<file path="config.mk">
export PLATFORM = sky130hd
export DESIGN_NAME = instr_encoder
export DESIGN_NICKNAME = d
export VERILOG_FILES = /design/src/rtl/riscv_pkg.sv /design/src/rtl/enc_fifo.sv /design/src/rtl/instr_encoder.sv
export SDC_FILE = /design/constraint.sdc
export NUM_CORES = 1
export LEC_CHECK = 0
export CORE_MARGIN = 8
export CORE_UTILIZATION = 60
export DETAILED_ROUTE_END_ITERATION = 8
export HOLD_SLACK_MARGIN = 0.08
export PLACE_DENSITY = 0.86
export SETUP_SLACK_MARGIN = 0.4
export SYNTH_ARGS = -nofsm -noshare
export SYNTH_HDL_FRONTEND = slang
export SYNTH_HIERARCHICAL = 1
export SYNTH_SLANG_ARGS = --single-unit
</file>
<file path="constraint.sdc">
create_clock -name clk -period 5.49 [get_ports clk]
set_clock_uncertainty 0.2 [all_clocks]
set_input_delay 0.549 -clock clk [delete_from_list [all_inputs] [get_ports clk]]
set_output_delay 0.549 -clock clk [all_outputs]
set_load 0.02 [all_outputs]
</file>
<file path="src/rtl/riscv_pkg.sv">
// Shared RV32 encoding constants and the encoder request format enum.
package riscv_pkg;

    localparam int unsigned XLEN = 32;

    localparam logic [6:0] U_TYPE = 7'b0110111;
    localparam logic [6:0] I_TYPE = 7'b0010011;

    localparam logic [6:0] OPC_LUI  = U_TYPE;
    localparam logic [6:0] OPC_ADDI = I_TYPE;
    localparam logic [2:0] F3_ADDI  = 3'b000;

    typedef enum logic [2:0] {
        FmtR    = 3'd0,
        FmtI    = 3'd1,
        FmtS    = 3'd2,
        FmtB    = 3'd3,
        FmtU    = 3'd4,
        FmtJ    = 3'd5,
        FmtLi   = 3'd6,
        FmtRsvd = 3'd7
    } enc_fmt_t;

    // True when bits [XLEN-1:lsb] are all equal, i.e. the value fits as a signed field.
    function automatic logic upper_uniform(input logic [XLEN-1:0] v, input int unsigned lsb);
        logic all1;
        logic all0;
        all1 = 1'b1;
        all0 = 1'b1;
        for (int unsigned i = 0; i < XLEN; i++) begin
            if (i >= lsb) begin
                all1 &= v[i];
                all0 &= ~v[i];
            end
        end
        return all1 | all0;
    endfunction

endpackage

</file>
<file path="src/rtl/enc_fifo.sv">
// Registered DEPTH x WIDTH FIFO; head reads as zero when empty.
module enc_fifo #(
    parameter int unsigned DEPTH = 4,
    parameter int unsigned WIDTH = 32
) (
    input  logic                   clk,
    input  logic                   rst,
    input  logic                   push_i,
    input  logic [WIDTH-1:0]       push_data_i,
    input  logic                   pop_i,
    output logic                   valid_o,
    output logic [WIDTH-1:0]       head_o,
    output logic [$clog2(DEPTH):0] count_o
);
    localparam int unsigned AW = $clog2(DEPTH);

    logic [WIDTH-1:0] mem [DEPTH];
    logic [AW-1:0]    wr_ptr_q;
    logic [AW-1:0]    rd_ptr_q;
    logic [AW:0]      count_q;
    logic             pop_en;

    assign valid_o = (count_q != '0);
    assign pop_en  = pop_i & valid_o;
    assign head_o  = valid_o ? mem[rd_ptr_q] : '0;
    assign count_o = count_q;

    always_ff @(posedge clk or posedge rst) begin
        if (rst) begin
            wr_ptr_q <= '0;
            rd_ptr_q <= '0;
            count_q  <= '0;
        end else begin
            if (push_i) wr_ptr_q <= wr_ptr_q + 1'b1;
            if (pop_en) rd_ptr_q <= rd_ptr_q + 1'b1;
            count_q <= count_q + {{AW{1'b0}}, push_i} - {{AW{1'b0}}, pop_en};
        end
    end

    // Push into a full FIFO is only issued alongside a pop, so the head slot is free to reuse.
    always_ff @(posedge clk) begin
        if (push_i) mem[wr_ptr_q] <= push_data_i;
    end

endmodule

</file>
<file path="src/rtl/instr_encoder.sv">
// Packs field-level encode requests into RV32 words, expanding LI into LUI/ADDI,
// and streams the words out through a small FIFO.
module instr_encoder
    import riscv_pkg::*;
#(
    parameter int unsigned DEPTH = 4
) (
    input  logic                   clk,
    input  logic                   rst,
    input  logic                   req_valid_i,
    output logic                   req_ready_o,
    input  logic [2:0]             req_fmt_i,
    input  logic [6:0]             req_opcode_i,
    input  logic [2:0]             req_funct3_i,
    input  logic [6:0]             req_funct7_i,
    input  logic [4:0]             req_rd_i,
    input  logic [4:0]             req_rs1_i,
    input  logic [4:0]             req_rs2_i,
    input  logic [XLEN-1:0]        req_imm_i,
    output logic                   instr_valid_o,
    input  logic                   instr_ready_i,
    output logic [31:0]            instr_o,
    output logic                   err_o,
    output logic [$clog2(DEPTH):0] count_o
);
    localparam int unsigned CW = $clog2(DEPTH) + 1;

    typedef enum logic [0:0] {StIdle, StLi2} state_t;

    state_t      state_q;
    logic [31:0] addi_q;
    logic        err_q;

    enc_fmt_t    fmt;
    logic [31:0] word0;
    logic [31:0] word1;
    logic        legal;
    logic        two_words;
    logic [19:0] li_hi;
    logic [11:0] li_lo;
    logic        accept;
    logic        pop;
    logic        not_full;
    logic        push;
    logic [31:0] push_data;

    assign fmt = enc_fmt_t'(req_fmt_i);

    always_comb begin
        word0     = '0;
        word1     = '0;
        legal     = 1'b1;
        two_words = 1'b0;
        li_hi     = req_imm_i[31:12] + {19'b0, req_imm_i[11]};
        li_lo     = req_imm_i[11:0];
        unique case (fmt)
            FmtR: word0 = {req_funct7_i, req_rs2_i, req_rs1_i, req_funct3_i, req_rd_i,
                           req_opcode_i};
            FmtI: begin
                word0 = {req_imm_i[11:0], req_rs1_i, req_funct3_i, req_rd_i, req_opcode_i};
                legal = upper_uniform(req_imm_i, 11);
            end
            FmtS: begin
                word0 = {req_imm_i[11:5], req_rs2_i, req_rs1_i, req_funct3_i, req_imm_i[4:0],
                         req_opcode_i};
                legal = upper_uniform(req_imm_i, 11);
            end
            FmtB: begin
                word0 = {req_imm_i[12], req_imm_i[10:5], req_rs2_i, req_rs1_i, req_funct3_i,
                         req_imm_i[4:1], req_imm_i[11], req_opcode_i};
                legal = upper_uniform(req_imm_i, 12) & ~req_imm_i[0];
            end
            FmtU: begin
                word0 = {req_imm_i[31:12], req_rd_i, req_opcode_i};
                legal = ~|req_imm_i[11:0];
            end
            FmtJ: begin
                word0 = {req_imm_i[20], req_imm_i[10:1], req_imm_i[11], req_imm_i[19:12],
                         req_rd_i, req_opcode_i};
                legal = upper_uniform(req_imm_i, 20) & ~req_imm_i[0];
            end
            FmtLi: begin
                // hi absorbs the sign of the low 12 bits so LUI+ADDI rebuilds the full value.
                if (li_hi == '0) begin
                    word0 = {li_lo, 5'd0, F3_ADDI, req_rd_i, OPC_ADDI};
                end else begin
                    word0 = {li_hi, req_rd_i, OPC_LUI};
                    if (li_lo != '0) begin
                        two_words = 1'b1;
                        word1     = {li_lo, req_rd_i, F3_ADDI, req_rd_i, OPC_ADDI};
                    end
                end
            end
            FmtRsvd: legal = 1'b0;
        endcase
    end

    assign not_full    = (count_o < CW'(DEPTH));
    assign req_ready_o = (state_q == StIdle) & not_full;
    assign accept      = req_valid_i & req_ready_o;
    assign pop         = instr_valid_o & instr_ready_i;
    assign push        = (state_q == StLi2) ? (not_full | pop) : (accept & legal);
    assign push_data   = (state_q == StLi2) ? addi_q : word0;
    assign err_o       = err_q;

    always_ff @(posedge clk or posedge rst) begin
        if (rst) begin
            state_q <= StIdle;
            addi_q  <= '0;
            err_q   <= 1'b0;
        end else begin
            err_q <= accept & ~legal;
            unique case (state_q)
                StIdle: begin
                    if (accept & legal & two_words) begin
                        state_q <= StLi2;
                        addi_q  <= word1;
                    end
                end
                StLi2: begin
                    if (not_full | pop) state_q <= StIdle;
                end
            endcase
        end
    end

    enc_fifo #(
        .DEPTH (DEPTH),
        .WIDTH (32)
    ) u_fifo (
        .clk         (clk),
        .rst         (rst),
        .push_i      (push),
        .push_data_i (push_data),
        .pop_i       (pop),
        .valid_o     (instr_valid_o),
        .head_o      (instr_o),
        .count_o     (count_o)
    );

endmodule

</file>
==> results.tsv, run 1 <==
metric	value	unit
Synth area leaders	edfxtp_1 48%, dfrtp_1 8.4%, mux4_2 7.9%, and2_1 3.0%, xnor2_1 2.2%	
I/O pin cnt	109	
crit path DAT	4.56	ns
ANT cells	0	
Seq pwr share	0.376	
worst setup margin	0.884	ns
vias per cell	6.59	
drt initial violations	718	
clock network fraction of design power	0.273	
top_reg_cell synth	edfxtp_1	
MaxCap Viol Count	0	
Final nets	787	
gr usage total	0.259	
Yosys reg bits	155	
post-synth top area cell	edfxtp_1	
f_max	0.217	GHz
Syn Area/Cell	13.3	um^2
mapped cell area	8030	um^2
maximum vdd drop	0.000201	V
final worst path period need	4.61	ns
Non-Filler Instances	894	
crit path kind	input pin to flop	
DP Wirelength	15.5	mm
Critical Path Max Stage Delay	0.73	ns
Final TNS setup	0	ns
Hold-fix buffers, CTS	0	
top-count cell post-synth	edfxtp_1	
area grow syn2layout	22.2	%
FP Rows	42	
CTS tree	built	
CTS buffer count	17	
Post-synth EDFFs	128	
Final Slew Violations	0	
post-CTS setup buffers	0	
Crit Path Max Fanout	8	
YS warnings	6	
Critical Path End Type	flop	
Synth top area share	0.479	
Residual DRC	0	
initial antenna violation count	0	
die width	132	um
htree depth	4	
largest net degree at the start of global routing	34	
register area share after synthesis	0.563	
Port Buffer Count	108	
Initial Util	0.611	
Routed WL	22.3	mm
P per Cell Area	443	nW/um^2
Final Setup Violations	0	
TritonRoute pass-1 iters	5	
clock slew at reported path FFs	0.06	ns
slowest stage cell, crit path	or4_1	
Worst setup SP type	input pin	
async set-reset flop share out of synthesis	0.174	
Avg WL per Cell	24.9	um
cells after synthesis	604	
vias post-DR	5891	
cell chain of the critical path	clkdlybuf4s50_1 > ha_1 > ha_1 > nand3_2 > nor4_1 > xnor2_1 > o211ai_1 > or4_1 > or4_1 > a21oi_1	
CTS max path bufs	2	
relative slew slack	0.305	
status	finished clean	
Final Hold Vio Count	0	
vias in the first global route	6033	
Die Y	132	um
core area	13100	um^2
worst path required time	5.45	ns
DRT antenna net count	0	
cell family with most CP delay	simple AND/OR/NAND/NOR gates	
Int Pwr	2.96	mW
GRT overflow	0	
dpl cells	862	
Buffers & Inverters on Critical Path	1	
ratio of cells with drive above 1 in the final layout	0.142	
RSZ-0062 raised after global routing	no	
Post-synth top cells	128 x edfxtp_1, 39 x and2_1, 36 x nand2_1	
DP Worst Slack	0.548	ns
Reg2Reg Setup Slack	2.31	ns
clk sinks	155	
PostCTS Resize Cnt	0	
root buffer cell	clkbuf_16	
Leakage	3.43	nW
worst-skew pair later-pin latency	0.43	ns
min-delay worst type	input pin to async pin	
switching power	1.39	mW
Cell variety after synth	66	
Final GP Congestion	1.03	
DIE AREA	17300	um^2
syn_nets	686	
fin crit share	0.839	
Gate power share	0.351	
actual slew at the worst max-slew pin	1.04	ns
Final Power	4.35	mW
switch share	0.319	
first-pass GRT wire length	34.8	mm
-- stage by stage --
step	utilization	hold slack [ns]	cell area, um^2
global placement	0.702	0.250	9220
floorplan	-	0.152	8030
finish	0.747	0.182	9810
detailed placement	0.702	0.282	9220
CTS	0.747	0.180	9810
global route	0.747	0.219	9810
-- cell type report --
class                      count  area (um^2)
fill                         859         3320
clock inverter                15          171
clock buffer                  17          425
multi-input combinational    392         3200
timing repair buffer         123         1220
tap                          176          220
sequential                   155         4520
inverter                      16         60.1
-- per-layer routing --
layer | vias up | track usage | share of wire
li1 | 2553 | - | -
met1 | 2903 | 0.341 | 0.41
met2 | 386 | 0.418 | 0.48
met3 | 49 | 0.0514 | 0.087
met4 | 0 | 0.0983 | 0.026
met5 | - | 0 | 0
-- kinds of logic after synthesis --
family / count (synthesis) / synth area share
xor+xnor: 26 / 0.0284
flops: 155 / 0.563
fa+ha+maj: 11 / 0.0181
mux: 54 / 0.122
compound gates: 123 / 0.103
buf+inv: 57 / 0.0390
simple gates: 178 / 0.127
-- placed cells by master (no fill, tap or decap), types with 5 or more instances in the layout --
| cell type | n |
|---|---|
| nor2b_1 | 8 |
| a31oi_1 | 7 |
| clkbuf_16 | 17 |
| clkinv_2 | 5 |
| and3_1 | 7 |
| nand2_1 | 36 |
| a22oi_1 | 16 |
| nor2_1 | 17 |
| o22ai_1 | 5 |
| edfxtp_1 | 128 |
| buf_4 | 13 |
| ha_1 | 10 |
| dfrtp_1 | 25 |
| clkdlybuf4s50_1 | 108 |
| nand4_1 | 9 |
| xnor2_1 | 20 |
| mux2_2 | 14 |
| nor3_1 | 7 |
| mux2i_1 | 5 |
| xor2_1 | 6 |
| and2_1 | 39 |
| inv_1 | 16 |
| mux4_2 | 28 |
| o21ai_0 | 34 |
| a21oi_1 | 21 |
| nor4_1 | 10 |
| nand3_1 | 21 |
-- sequential cells by signal (all words and copies together), names as in the netlist --
| register | flops |
|---|---|
| u_fifo/rd_ptr_q | 2 |
| u_fifo/count_o | 3 |
| u_fifo/mem | 128 |
| err_o | 1 |
| u_fifo/wr_ptr_q | 2 |
| addi_q | 18 |
| state_q | 1 |
-- worst paths after layout --
path,startpoint,end,cells past startpoint
worst max register to register,u_fifo/count_o[2]$_DFF_PP0_,u_fifo/count_o[2]$_DFF_PP0_,10
worst min-delay path,rst,u_fifo/wr_ptr_q[1]$_DFFE_PP0P_,2
max in group asynchronous,rst,addi_q[16]$_DFFE_PP0P_,2
worst min register to register,addi_q[4]$_DFFE_PP0P_,addi_q[4]$_DFFE_PP0P_,1
min in group clk,addi_q[4]$_DFFE_PP0P_,addi_q[4]$_DFFE_PP0P_,1
worst max-delay path,req_imm_i[11],u_fifo/mem[3][31]$_DFFE_PP_,10
-- power groups by stage --
stage | registers [mW] | logic (mW) | clock network (mW)
floorplan | 1.55 | 1.03 | 0
global placement | 1.64 | 1.48 | 0
detailed placement | 1.66 | 1.52 | 0
CTS | 1.64 | 1.54 | 1.19
global route | 1.66 | 1.62 | 1.24
finish | 1.64 | 1.53 | 1.19
(Power assumes the default switching activity.)
==> run 2: changes to the inputs <==
Settings changed: CORE_UTILIZATION 60 to 55, PLACE_DENSITY 0.86 to 0.8.
Clock period 5.49 ns to 4.8 ns, I/O delays scaled along.
==> run 2 against run 1 <==
  * Sequential cell count is the same
  * Sequential power increased by 13%
  * Sequential share of layout area shrank 0.82 points
  * Hold slack worse by 0.058 ns
  * Die area is 8.0% higher
  * First-iteration DRC count is 18% lower
  * Register-to-register slack got worse by 0.81 ns
  * Critical path type unchanged
  * Largest cell class unchanged
==> results.tsv, run 2 (same netlist as run 1, synthesis figures left out) <==
metric	value	unit
I/O pin cnt	109	
most frequent cells in the layout	128 x edfxtp_1, 108 x clkdlybuf4s50_1, 39 x and2_1, 36 x nand2_1, 34 x o21ai_0	
Hold-fix buffers, CTS	0	
Worst setup SP type	input pin	
fin crit share	0.857	
Hold WS	0.124	ns
DP Worst Slack	0.217	ns
Residual DRC	0	
Final Setup Violations	0	
vias in the first global route	5854	
RSZ-0062 raised after global routing	no	
htree depth	4	
Avg WL per Cell	23.9	um
final worst path period need	4.11	ns
status	finished clean	
gr usage total	0.240	
Largest register FFs	128	
f_max	0.243	GHz
Die Y	137	um
DIE AREA	18700	um^2
P per Cell Area	506	nW/um^2
CTS buffer count	17	
Crit Path Max Fanout	8	
most common cell after layout, fill and taps aside	edfxtp_1	
ratio of cells with drive above 1 in the final layout	0.158	
relative slew slack	0.344	
initial antenna violation count	0	
min-delay worst type	input pin to async pin	
CTS max path bufs	2	
Final nets	799	
clk sinks	155	
Final GP Congestion	0.948	
Critical Path End Type	flop	
path depth of the worst reg2reg path	11	
drt initial violations	592	
first-pass GRT wire length	33.4	mm
Most flops, register	u_fifo/mem	
cell chain of the critical path	clkdlybuf4s50_1 > ha_1 > ha_1 > nand3_2 > nor4_1 > xnor2_1 > o211ai_1 > or4_1 > or4_1 > a21oi_1	
Critical Path Max Stage Delay	0.69	ns
MaxCap Viol Count	0	
Port Buffer Count	108	
Final Slew Violations	0	
vias post-DR	5802	
Routed WL	21.8	mm
Final Hold Vio Count	0	
reg2reg start	u_fifo/count_o[2]$_DFF_PP0_	
FP Rows	44	
worst setup margin	0.687	ns
slowest stage cell, crit path	or4_1	
PostCTS Resize Cnt	0	
TritonRoute pass-1 iters	5	
crit path DAT	4.13	ns
largest net degree at the start of global routing	35	
die width	137	um
post-CTS setup buffers	0	
CTS tree	built	
worst-skew pair later-pin latency	0.42	ns
maximum vdd drop	0.000271	V
GRT overflow	0	
fillers	1017	
area grow syn2layout	24.5	%
DP Wirelength	15.4	mm
DRT antenna net count	0	
Leakage	3.51	nW
clock slew at reported path FFs	0.06	ns
core area	14400	um^2
Final TNS setup	0	ns
vias per cell	6.35	
root buffer cell	clkbuf_16	
Worst R2R End	u_fifo/count_o[2]$_DFF_PP0_	
Initial Util	0.557	
Reg2Reg Setup Slack	1.50	ns
actual slew at the worst max-slew pin	0.984	ns
worst path required time	4.82	ns
crit path kind	input pin to flop	
ANT cells	0	
-- run 2: cell count changes in the layout (fill, tap and decap cells not counted), moves of 2 or more --
cell,change
clkinv_2,-4
buf_4,+10
buf_12,+2
clkinvlp_4,+2
clkbuf_8,+2
-- run 2: where the power goes --
| part | switching [mW] | internal (mW) | total [mW] |
|---|---|---|---|
| registers | 0.192 | 1.66 | 1.86 |
| clock network | 0.539 | 0.905 | 1.44 |
| logic | 0.834 | 0.917 | 1.75 |
-- run 2: critical path, delay by kind of cell --
| kind | cells | cell delay, ns |
|---|---|---|
| fa+ha+maj | 2 | 0.54 |
| simple gates | 4 | 1.91 |
| buf+inv | 1 | 0.63 |
| compound gates | 2 | 0.40 |
| xor+xnor | 1 | 0.17 |
-- run 2: how the worst max path moves through the flow --
stage	end	startpoint	slack, ns
after floorplan	u_fifo/count_o[2]$_DFF_PP0_	req_imm_i[11]	1.19
after global placement	u_fifo/count_o[2]$_DFF_PP0_	req_imm_i[11]	0.33
after detailed placement	u_fifo/count_o[2]$_DFF_PP0_	req_imm_i[11]	0.22
after CTS	u_fifo/count_o[2]$_DFF_PP0_	req_imm_i[11]	0.68
after global routing	u_fifo/count_o[2]$_DFF_PP0_	req_imm_i[11]	0.42
final	u_fifo/mem[1][31]$_DFFE_PP_	req_imm_i[11]	0.69
-- run 2: area by class of cell --
cell class	count	area [um^2]	share of cell area
repair buffers	135	1330	0.134
clock buffers	20	457	0.0457
well taps	184	230	0.0230
clock inverters	12	186	0.0187
multi-input cells	392	3200	0.320
inverters	16	60.1	0.00601
flip-flops and latches	155	4520	0.453
-- run 2: layer usage --
layer / part of all wire / GRT usage / routed length [um] / vias up
met3: 0.079 / 0.0532 / 1730 / 33
met5: 0 / 0 / 0 / -
met1: 0.42 / 0.318 / 9200 / 2895
li1: - / - / - / 2577
met4: 0.022 / 0.0863 / 482 / 0
met2: 0.48 / 0.381 / 10400 / 297
-- run 2: per-stage QoR --
stage | power [mW] | area, um^2 | utilization | std cells
final | 5.05 | 9990 | 0.693 | 914
after global routing | 5.28 | 9990 | 0.693 | 914
after global placement | 3.59 | 9340 | 0.648 | 882
after floorplan | 2.95 | 8030 | - | 604
after CTS | 5.09 | 9980 | 0.692 | 914
after detailed placement | 3.64 | 9340 | 0.648 | 882
==> run 3: changes to the inputs <==
Settings changed: ABC_AREA set to 1, CORE_UTILIZATION 55 to 58, CTS_BUF_LIST set to sky130_fd_sc_hd__clkbuf_2 sky130_fd_sc_hd__clkbuf_4 sky130_fd_sc_hd__clkbuf_8, PLACE_DENSITY 0.8 to 0.83.
==> run 3 against run 2 <==
  * Sequential share of layout area down 1.2 points
  * Hold slack worse by 0.021 ns
  * Synthesized area up 9.2%
  * First-iteration DRC count up 20%
  * Routed wire length up 9.0%
  * Non-clock buffer count down 17
  * Fmax up 7.4%
  * Largest cell class unchanged
  * Highest routed layer unchanged
==> results.tsv, run 3 <==
metric	value	unit
mapped cell area	8760	um^2
post-synth top area cell	edfxtp_1	
DP Wirelength	17.0	mm
Initial Util	0.585	
vias per cell	5.50	
Post-Synth Simple-Gate Area	0.288	
fin crit share	0.798	
MaxCap Viol Count	0	
main combinational cell family by area after synthesis	simple AND/OR/NAND/NOR gates	
worst path required time	4.95	ns
Synth area leaders	edfxtp_1 44%, nand2_1 15%, dfrtp_1 7.7%, nand3_1 6.9%, inv_1 6.7%	
Synth top area share	0.439	
Reg2Reg Setup Slack	1.94	ns
Residual DRC	0	
Yosys reg bits	155	
Seq pwr share	0.368	
htree depth	4	
GRT overflow	0	
post-CTS setup buffers	0	
Worst setup SP type	input pin	
Post-synth top cells	348 x nand2_1, 157 x inv_1, 128 x edfxtp_1	
ratio of cells with drive above 1 in the final layout	0.0801	
TritonRoute pass-1 iters	7	
worst-skew pair later-pin latency	0.45	ns
Hold-fix buffers, CTS	0	
Die Y	139	um
Crit Path Max Fanout	8	
f_max	0.261	GHz
YS warnings	6	
cell family with most CP delay	adder cells	
post-synthesis adder-cell area fraction	0.0166	
clock slew at reported path FFs	0.08	ns
fillers	1222	
Most common cell on crit path	nand2_1	
largest net degree at the start of global routing	67	
Syn Area/Cell	8.22	um^2
top_reg_cell synth	edfxtp_1	
CTS tree	built	
crit path kind	input pin to flop	
cell chain of the critical path	clkdlybuf4s50_1 > ha_1 > ha_1 > ha_1 > nand2_1 > nor2_1 > nand4_1 > nand2_1 > a21oi_1 > nand2_1 > nand2_2 > nand2_1 > inv_1 > ha_1 > inv_1 > ha_1 > fa_1 > xnor2_1 > inv_1 > nand2_1 > nand2_1	
maximum vdd drop	0.000256	V
Avg WL per Cell	17.5	um
min-delay worst type	input pin to async pin	
Final Power	4.65	mW
RSZ-0062 raised after global routing	no	
clk sinks	155	
Post-synth EDFFs	128	
Final GP Congestion	1.01	
core area	15000	um^2
Buffers & Inverters on Critical Path	4	
I/O pin cnt	109	
die width	139	um
first-pass GRT wire length	38.5	mm
slowest stage cell, crit path	clkdlybuf4s50_1	
most frequent cells in the layout	348 x nand2_1, 157 x inv_1, 128 x edfxtp_1, 121 x nand3_1, 108 x clkdlybuf4s50_1	
CTS max path bufs	2	
initial antenna violation count	0	
register area	4520	um^2
PostCTS Resize Cnt	0	
Gate power share	0.444	
Largest register FFs	128	
switching power	1.81	mW
Cell Area, Placed	9900	um^2
Most flops, register	u_fifo/mem	
cells after synthesis	1066	
async set-reset flop share out of synthesis	0.174	
Critical Path Max Stage Delay	0.58	ns
post-synthesis compound-gate area fraction	0.0590	
register area share after synthesis	0.516	
relative slew slack	0.228	
FP Rows	45	
Final TNS setup	0	ns
switch share	0.390	
DIE AREA	19300	um^2
DRT antenna net count	0	
Critical Path End Type	flop	
syn_nets	1148	
Final Setup Violations	0	
Synth Area in XOR/XNOR	0.00600	
crit path DAT	3.98	ns
top-count cell post-synth	nand2_1	
most common cell after layout, fill and taps aside	nand2_1	
Leakage	4.66	nW
clock network fraction of design power	0.189	
drt initial violations	709	
status	finished clean	
finished layout cell area	10300	um^2
ANT cells	0	
Final Slew Violations	0	
area grow syn2layout	17.0	%
vias in the first global route	7407	
Final Hold Vio Count	0	
gr usage total	0.251	
Port Buffer Count	108	
vias post-DR	7492	
multi-input logic area	3240	um^2
Final nets	1244	
actual slew at the worst max-slew pin	1.16	ns
multiplexer share of the synthesized area	0	
CTS buffer count	17	
P per Cell Area	454	nW/um^2
root buffer cell	clkbuf_8	
Routed WL	23.8	mm
final worst path period need	3.83	ns
Cell variety after synth	41	
Int Pwr	2.84	mW
-- run 3: cell types whose count changed in the layout (fill, tap and decap cells not counted), sizes merged, moves of 10 or more --
| cell | delta |
|---|---|
| nand3 | +111 |
| and2 | -37 |
| mux4 | -32 |
| clkinv | +32 |
| a221oi | +10 |
| a22oi | -11 |
| xnor2 | -18 |
| a21oi | +17 |
| inv | +154 |
| mux2 | -17 |
| o21ai | -13 |
| nand2 | +320 |
| buf | -17 |
| nor2 | +43 |
-- run 3: layer usage --
layer,up-vias,track usage,part of all wire
li1,3598,-,-
met1,3494,0.322,0.41
met2,350,0.406,0.47
met3,50,0.0561,0.086
met4,0,0.0982,0.027
met5,-,0,0
-- run 3: layout make-up --
cell class | count | area share
clock buffer | 19 | 0.0243
clock inverter | 12 | 0.00976
inverter | 198 | 0.0732
multi-input combinational | 672 | 0.316
sequential | 155 | 0.441
tap | 188 | 0.0229
timing repair buffer | 118 | 0.113
-- run 3: final timing paths --
kind	cells past startpoint	start	endpoint
hold reg to reg	2	addi_q[21]$_DFFE_PP0P_	addi_q[21]$_DFFE_PP0P_
hold / removal	2	rst	u_fifo/count_o[2]$_DFF_PP0_
setup / recovery	21	req_imm_i[12]	u_fifo/count_o[2]$_DFF_PP0_
setup reg to reg	13	state_q$_DFF_PP0_	u_fifo/count_o[2]$_DFF_PP0_
min in group clk	2	addi_q[21]$_DFFE_PP0P_	addi_q[21]$_DFFE_PP0P_
max in group asynchronous	2	rst	addi_q[18]$_DFFE_PP0P_
-- run 3: cells by family (layout without fill, tap and decap cells) --
family                   after synthesis  count (layout)
AO/OA/AOI/OAI                         85              85
flip-flops                           155             155
AND/OR/NAND/NOR                      570             570
XOR/XNOR                               6               6
adder cells (fa/ha/maj)               11              11
buffers and inverters                239             347
-- run 3: metrics by stage --
stage | util | setup slack [ns] | std cells | hold slack [ns]
after floorplan | - | 1.39 | 1066 | 0.0834
after global placement | 0.661 | 0.616 | 1331 | 0.250
after detailed placement | 0.661 | 0.536 | 1331 | 0.258
after CTS | 0.685 | 1.01 | 1362 | 0.0861
after global routing | 0.685 | 0.661 | 1362 | 0.106
final | 0.685 | 0.971 | 1362 | 0.103
-- run 3: power groups by stage --
| stage | Combinational [mW] | Sequential [mW] | Clock (mW) |
|---|---|---|---|
| 3_5_place_dp | 2.06 | 1.74 | 0 |
| 5_1_grt | 2.26 | 1.73 | 0.935 |
| 4_1_cts | 2.07 | 1.71 | 0.885 |
| 2_1_floorplan | 1.25 | 1.74 | 0 |
| 6_report | 2.06 | 1.71 | 0.878 |
| 3_3_place_gp | 2.02 | 1.73 | 0 |
==> edit 1: new RTL, config.mk and constraints of run 3 <==
`DEPTH` is set to 4 in 2 places; all go to 16.
--- a/src/rtl/enc_fifo.sv
+++ b/src/rtl/enc_fifo.sv
@@ -1,5 +1,5 @@
 // Registered DEPTH x WIDTH FIFO; head reads as zero when empty.
 module enc_fifo #(
-    parameter int unsigned DEPTH = 4,
+    parameter int unsigned DEPTH = 16,
     parameter int unsigned WIDTH = 32
 ) (
--- a/src/rtl/instr_encoder.sv
+++ b/src/rtl/instr_encoder.sv
@@ -4,5 +4,5 @@
     import riscv_pkg::*;
 #(
-    parameter int unsigned DEPTH = 4
+    parameter int unsigned DEPTH = 16
 ) (
     input  logic                   clk,
Ports: changed (resized count_o); port bits go from 109 to 111. No check against the original RTL was run, so the function may have changed too.
==> edit 1 against run 3 <==
  * Area after synthesis grew to 2.9 times the old value
  * Largest power group unchanged
  * Final cell count grew 150%
  * First-iteration DRC count grew to 4.0 times the old value
  * Cell area grew to 2.8 times the old value
  * Total power increased to 3.3 times the old value
  * Highest routed layer unchanged
  * Setup slack lost 0.40 ns
  * Critical endpoint is now instr_o[5]
  * Non-clock buffer count grew 55
  * Wire length increased to 2.9 times the old value
  * Maximum frequency down 9.4%
  * Sequential cell count up 390
==> edit 1: results (changes against run 3) <==
| Metric | Value |
|---|---|
| R2R Setup Slk | 1.76 ns (was 1.94 ns) |
| Synth top cells by count | nand2_1, edfxtp_1, nand3_1, inv_1, nor2_1 (was nand2_1, inv_1, edfxtp_1, nand3_1, nor2_1) |
| Synthesis Warnings | 6 (unchanged) |
| Routability-driven placement congestion ratio | 0.951 (was 1.01) |
| Flip-flop and latch power | 5.67 mW (was 1.71 mW) |
| XOR/XNOR Fraction of Synth Area | 0.450% (was 0.600%) |
| Max reg flops | 512 (was 128) |
| CP max stage cell | inv_1 (was clkdlybuf4s50_1) |
| R2R cell count | 17 (was 13) |
| Leakage | 12.3 nW (was 4.66 nW) |
| FF-to-FF Start | u_fifo/count_o[3]$_DFF_PP0_ (was state_q$_DFF_PP0_) |
| Net Sw Power | 6.00 mW (was 1.81 mW) |
| Clock Path Buffers | 3 (was 2) |
| Syn_nets | 2689 (was 1148) |
| Worst r2r dst | u_fifo/count_o[4]$_DFF_PP0_ (was u_fifo/count_o[2]$_DFF_PP0_) |
| Routed WL | 69600 um (was 23800 um) |
| Maximum vdd drop | 0.477 mV (was 0.256 mV) |
| Largest cells by area after synthesis | edfxtp_1, nand2_1, nand3_1 (was edfxtp_1, nand2_1, dfrtp_1) |
| Share of cells above drive strength 1 | 9.42% (was 8.01%) |
| Outcome | finished clean (unchanged) |
| CP peak stage delay | 1.01 ns (was 0.58 ns) |
| CP max FO | 25 (was 8) |
| Seq/Total Area, Yosys | 64.0% (was 51.6%) |
| First-pass GRT wire length | 108000 um (was 38500 um) |
| Net count, final | 2823 (was 1244) |
| Worst min path class | input pin to flop (was input pin to asynchronous set/reset pin) |
| Adder-Cell Fraction of Synth Area | 0.821% (was 1.66%) |
| Logic pwr share | 38.2% (was 44.4%) |
| Largest delay contributor family on the critical path | buffers and inverters (was adder cells) |
| Worst EP arrival | 3.55 ns (was 3.98 ns) |
| Hold_ws | 0.240 ns (was 0.103 ns) |
| Post-synthesis mux area share | 0% (unchanged) |
| Async SR Flop Fraction | 6.06% (was 17.4%) |
| Syn Inst Count | 2602 (was 1066) |
| Int Power | 9.56 mW (was 2.84 mW) |
| Placed cell count | 3233 (was 1331) |
| Initial drt markers | 2816 (was 709) |
| Compound-Gate Fraction of Synth Area | 2.08% (was 5.90%) |
| GR Util All Layers | 27.4% (was 25.1%) |
| Slew @ Worst Pin | 1.37 ns (was 1.16 ns) |
| Count of non-filler cells in the finished layout | 3390 (was 1362) |
| Initial antenna violation count | 1 (was 0) |
| Largest net degree at the start of global routing | 190 (was 67) |
| Top_reg_cell synth | edfxtp_1 (unchanged) |
| Drt first pass iters | 6 (was 7) |
| IO Port Bufs | 110 (was 108) |
| Vias in the first global route | 19600 (was 7407) |
| H-tree depth | 3 (was 4) |
==> edit 1: repair_timing <==
action | in CTS | in global routing
setup endpoints to repair | 0 | 1
hold endpoints to repair | 13 | 0
hold buffers | 1 | 0
resized for setup | 0 | 1
==> edit 1: through the flow <==
| stage | worst slack, ns | cell area (sq um) |
|---|---|---|
| 6_report | 0.573 | 29000 |
| 5_1_grt | 0.453 | 29000 |
| 4_1_cts | 0.506 | 29000 |
| 3_5_place_dp | 0.460 | 27200 |
| 3_3_place_gp | 0.345 | 27200 |
| 2_1_floorplan | 0.709 | 25300 |
==> edit 1: how the worst max path moves through the flow <==
stage | start | endpoint | slack (ns) | depth (start not counted)
global route | u_fifo/rd_ptr_q[0]$_DFFE_PP0P_ | instr_o[21] | 0.45 | 9
detailed placement | req_imm_i[12] | u_fifo/mem[15][31]$_DFFE_PP_ | 0.46 | 17
finish | u_fifo/count_o[3]$_DFF_PP0_ | instr_o[5] | 0.57 | 9
CTS | u_fifo/rd_ptr_q[0]$_DFFE_PP0P_ | instr_o[17] | 0.51 | 9
global placement | req_imm_i[12] | u_fifo/count_o[4]$_DFF_PP0_ | 0.35 | 21
floorplan | req_imm_i[11] | u_fifo/mem[15][0]$_DFFE_PP_ | 0.71 | 14
==> edit 1: final cells by class <==
| class | count | area [sq um] |
|---|---|---|
| multi-input combinational | 1604 | 7270 |
| fill | 3033 | 14100 |
| clock buffer | 127 | 1530 |
| sequential | 545 | 16200 |
| antenna | 1 | 2.50 |
| timing repair buffer | 173 | 1810 |
| inverter | 327 | 1230 |
| tap | 585 | 732 |
| clock inverter | 28 | 206 |
==> edit 1: metal layers <==
layer  global-route usage [%]  part of all wire, %  vias up
met5                        0                    0        -
met4                     14.0                  4.1        0
met3                     4.98                   11      215
met2                     44.2                   48     1250
met1                     35.3                   38     9159
li1                         -                    -     8786
==> edit 2: new RTL, settings of run 3 <==
Made on the original files. Put a register stage on the output `count_o`, cleared by the reset. The value now appears one clock later. The other outputs are not delayed to match.
--- a/src/rtl/instr_encoder.sv
+++ b/src/rtl/instr_encoder.sv
@@ -27,4 +27,6 @@
 
     typedef enum logic [0:0] {StIdle, StLi2} state_t;
+
+    logic [$clog2(DEPTH):0] count_d;
 
     state_t      state_q;
@@ -96,5 +98,5 @@
     end
 
-    assign not_full    = (count_o < CW'(DEPTH));
+    assign not_full    = (count_d < CW'(DEPTH));
     assign req_ready_o = (state_q == StIdle) & not_full;
     assign accept      = req_valid_i & req_ready_o;
@@ -136,6 +138,14 @@
         .valid_o     (instr_valid_o),
         .head_o      (instr_o),
-        .count_o     (count_o)
+        .count_o     (count_d)
     );
+
+    always_ff @(posedge clk or posedge rst) begin
+        if (rst) begin
+            count_o <= '0;
+        end else begin
+            count_o <= count_d;
+        end
+    end
 
 endmodule
Function: changed (a bounded check fails within 4 cycles, from zero or initial values and one cycle with rst high).
==> edit 2 against run 3 <==
  * Final cell count shrank 0.37%
  * Wire length shrank 5.4%
  * Largest cell class unchanged
  * Critical path depth shrank 1
  * Sequential cell count grew 3
  * Cell area is essentially flat
  * Setup slack gained 0.11 ns
  * Area after synthesis shrank 0.11%
  * Total power grew 0.87%
  * Highest routed layer unchanged
==> edit 2: results (changes against run 3) <==
| Metric | Value |
|---|---|
| Synth unique cells | 37 (was 41) |
| Clock Path Buffers | 2 (unchanged) |
| Async SR Flop Fraction | 19.0% (was 17.4%) |
| Initial drt markers | 652 (was 709) |
| Share of cells above drive strength 1 | 7.78% (was 8.01%) |
| Outcome | finished clean (unchanged) |
| Net count, final | 1238 (was 1244) |
| Syn_nets | 1143 (was 1148) |
| Sequential share of power | 37.3% (was 36.8%) |
| Clock transition at path regs | 0.10 ns (was 0.08 ns) |
| Routability-driven placement congestion ratio | 0.980 (was 1.01) |
| Maximum vdd drop | 0.412 mV (was 0.256 mV) |
| Post-DP HPWL | 16400 um (was 17000 um) |
| GR Util All Layers | 24.1% (was 25.1%) |
| Post-DP Area | 9890 sq um (was 9900 sq um) |
| Seq/Total Area, Yosys | 52.5% (was 51.6%) |
| First-pass GRT wire length | 36900 um (was 38500 um) |
| Critical Path Source | req_fmt_i[1] (was req_imm_i[12]) |
| Largest delay contributor family on the critical path | simple AND/OR/NAND/NOR gates (was adder cells) |
| CP max FO | 16 (was 8) |
| Largest cells by area after synthesis | edfxtp_1, nand2_1, dfrtp_1 (unchanged) |
| Drt first pass iters | 6 (was 7) |
| Switch share | 39.3% (was 39.0%) |
| Via Count | 7293 (was 7492) |
| Synth top cells by count | nand2_1, inv_1, edfxtp_1, nand3_1, nor2_1 (unchanged) |
| Slew @ Worst Pin | 1.11 ns (was 1.16 ns) |
| Routed WL | 22500 um (was 23800 um) |
-- edit 2: through the flow --
stage	power [mW]	instances	setup WS (ns)	util [%]	hold slack [ns]
4_1_cts	4.71	1357	1.12	68.4	0.0812
6_report	4.69	1357	1.08	68.4	0.101
3_3_place_gp	3.78	1325	0.732	66.0	0.203
5_1_grt	4.97	1357	0.782	68.4	0.110
2_1_floorplan	3.04	1061	1.50	-	0.0834
3_5_place_dp	3.84	1325	0.626	66.0	0.202
-- edit 2: layout make-up --
class / instances / area, sq um
multi-input cells: 658 / 3140
flip-flops and latches: 158 / 4600
clock buffers: 17 / 234
well taps: 188 / 235
repair buffers: 115 / 1130
inverters: 206 / 781
clock inverters: 15 / 129
fillers: 1210 / 4730
-- edit 2: routing by layer --
metal  vias to the layer above  wire length (um)  GRT usage [%]
met4                         0               597           10.5
met2                       325             11100           40.5
met5                         -                 0              0
met1                      3338              9000           29.6
met3                        42              1860           4.96
li1                       3588                 -              -
-- edit 2: final timing paths --
check / endpoint / slack (ns) / cells after the start
min: u_fifo/count_o[1]$_DFF_PP0_ / 0.10 / 2
min reg2reg: count_o[0]$_DFF_PP0_ / 0.23 / 0
min in group clk: count_o[0]$_DFF_PP0_ / 0.23 / 0
max: u_fifo/count_o[2]$_DFF_PP0_ / 1.08 / 20
max reg2reg: u_fifo/count_o[2]$_DFF_PP0_ / 1.74 / 14
max in group asynchronous: addi_q[30]$_DFFE_PP0P_ / 3.48 / 2
-- edit 2: cell families (layout without fill, tap and decap cells) --
group / count (synthesis) / count (layout) / share of synthesized area (%)
compound gates: 99 / 99 / 7.30
xor+xnor: 4 / 4 / 0.400
fa+ha+maj: 11 / 11 / 1.66
buf+inv: 245 / 353 / 11.6
flops: 158 / 158 / 52.5
simple gates: 544 / 544 / 26.5
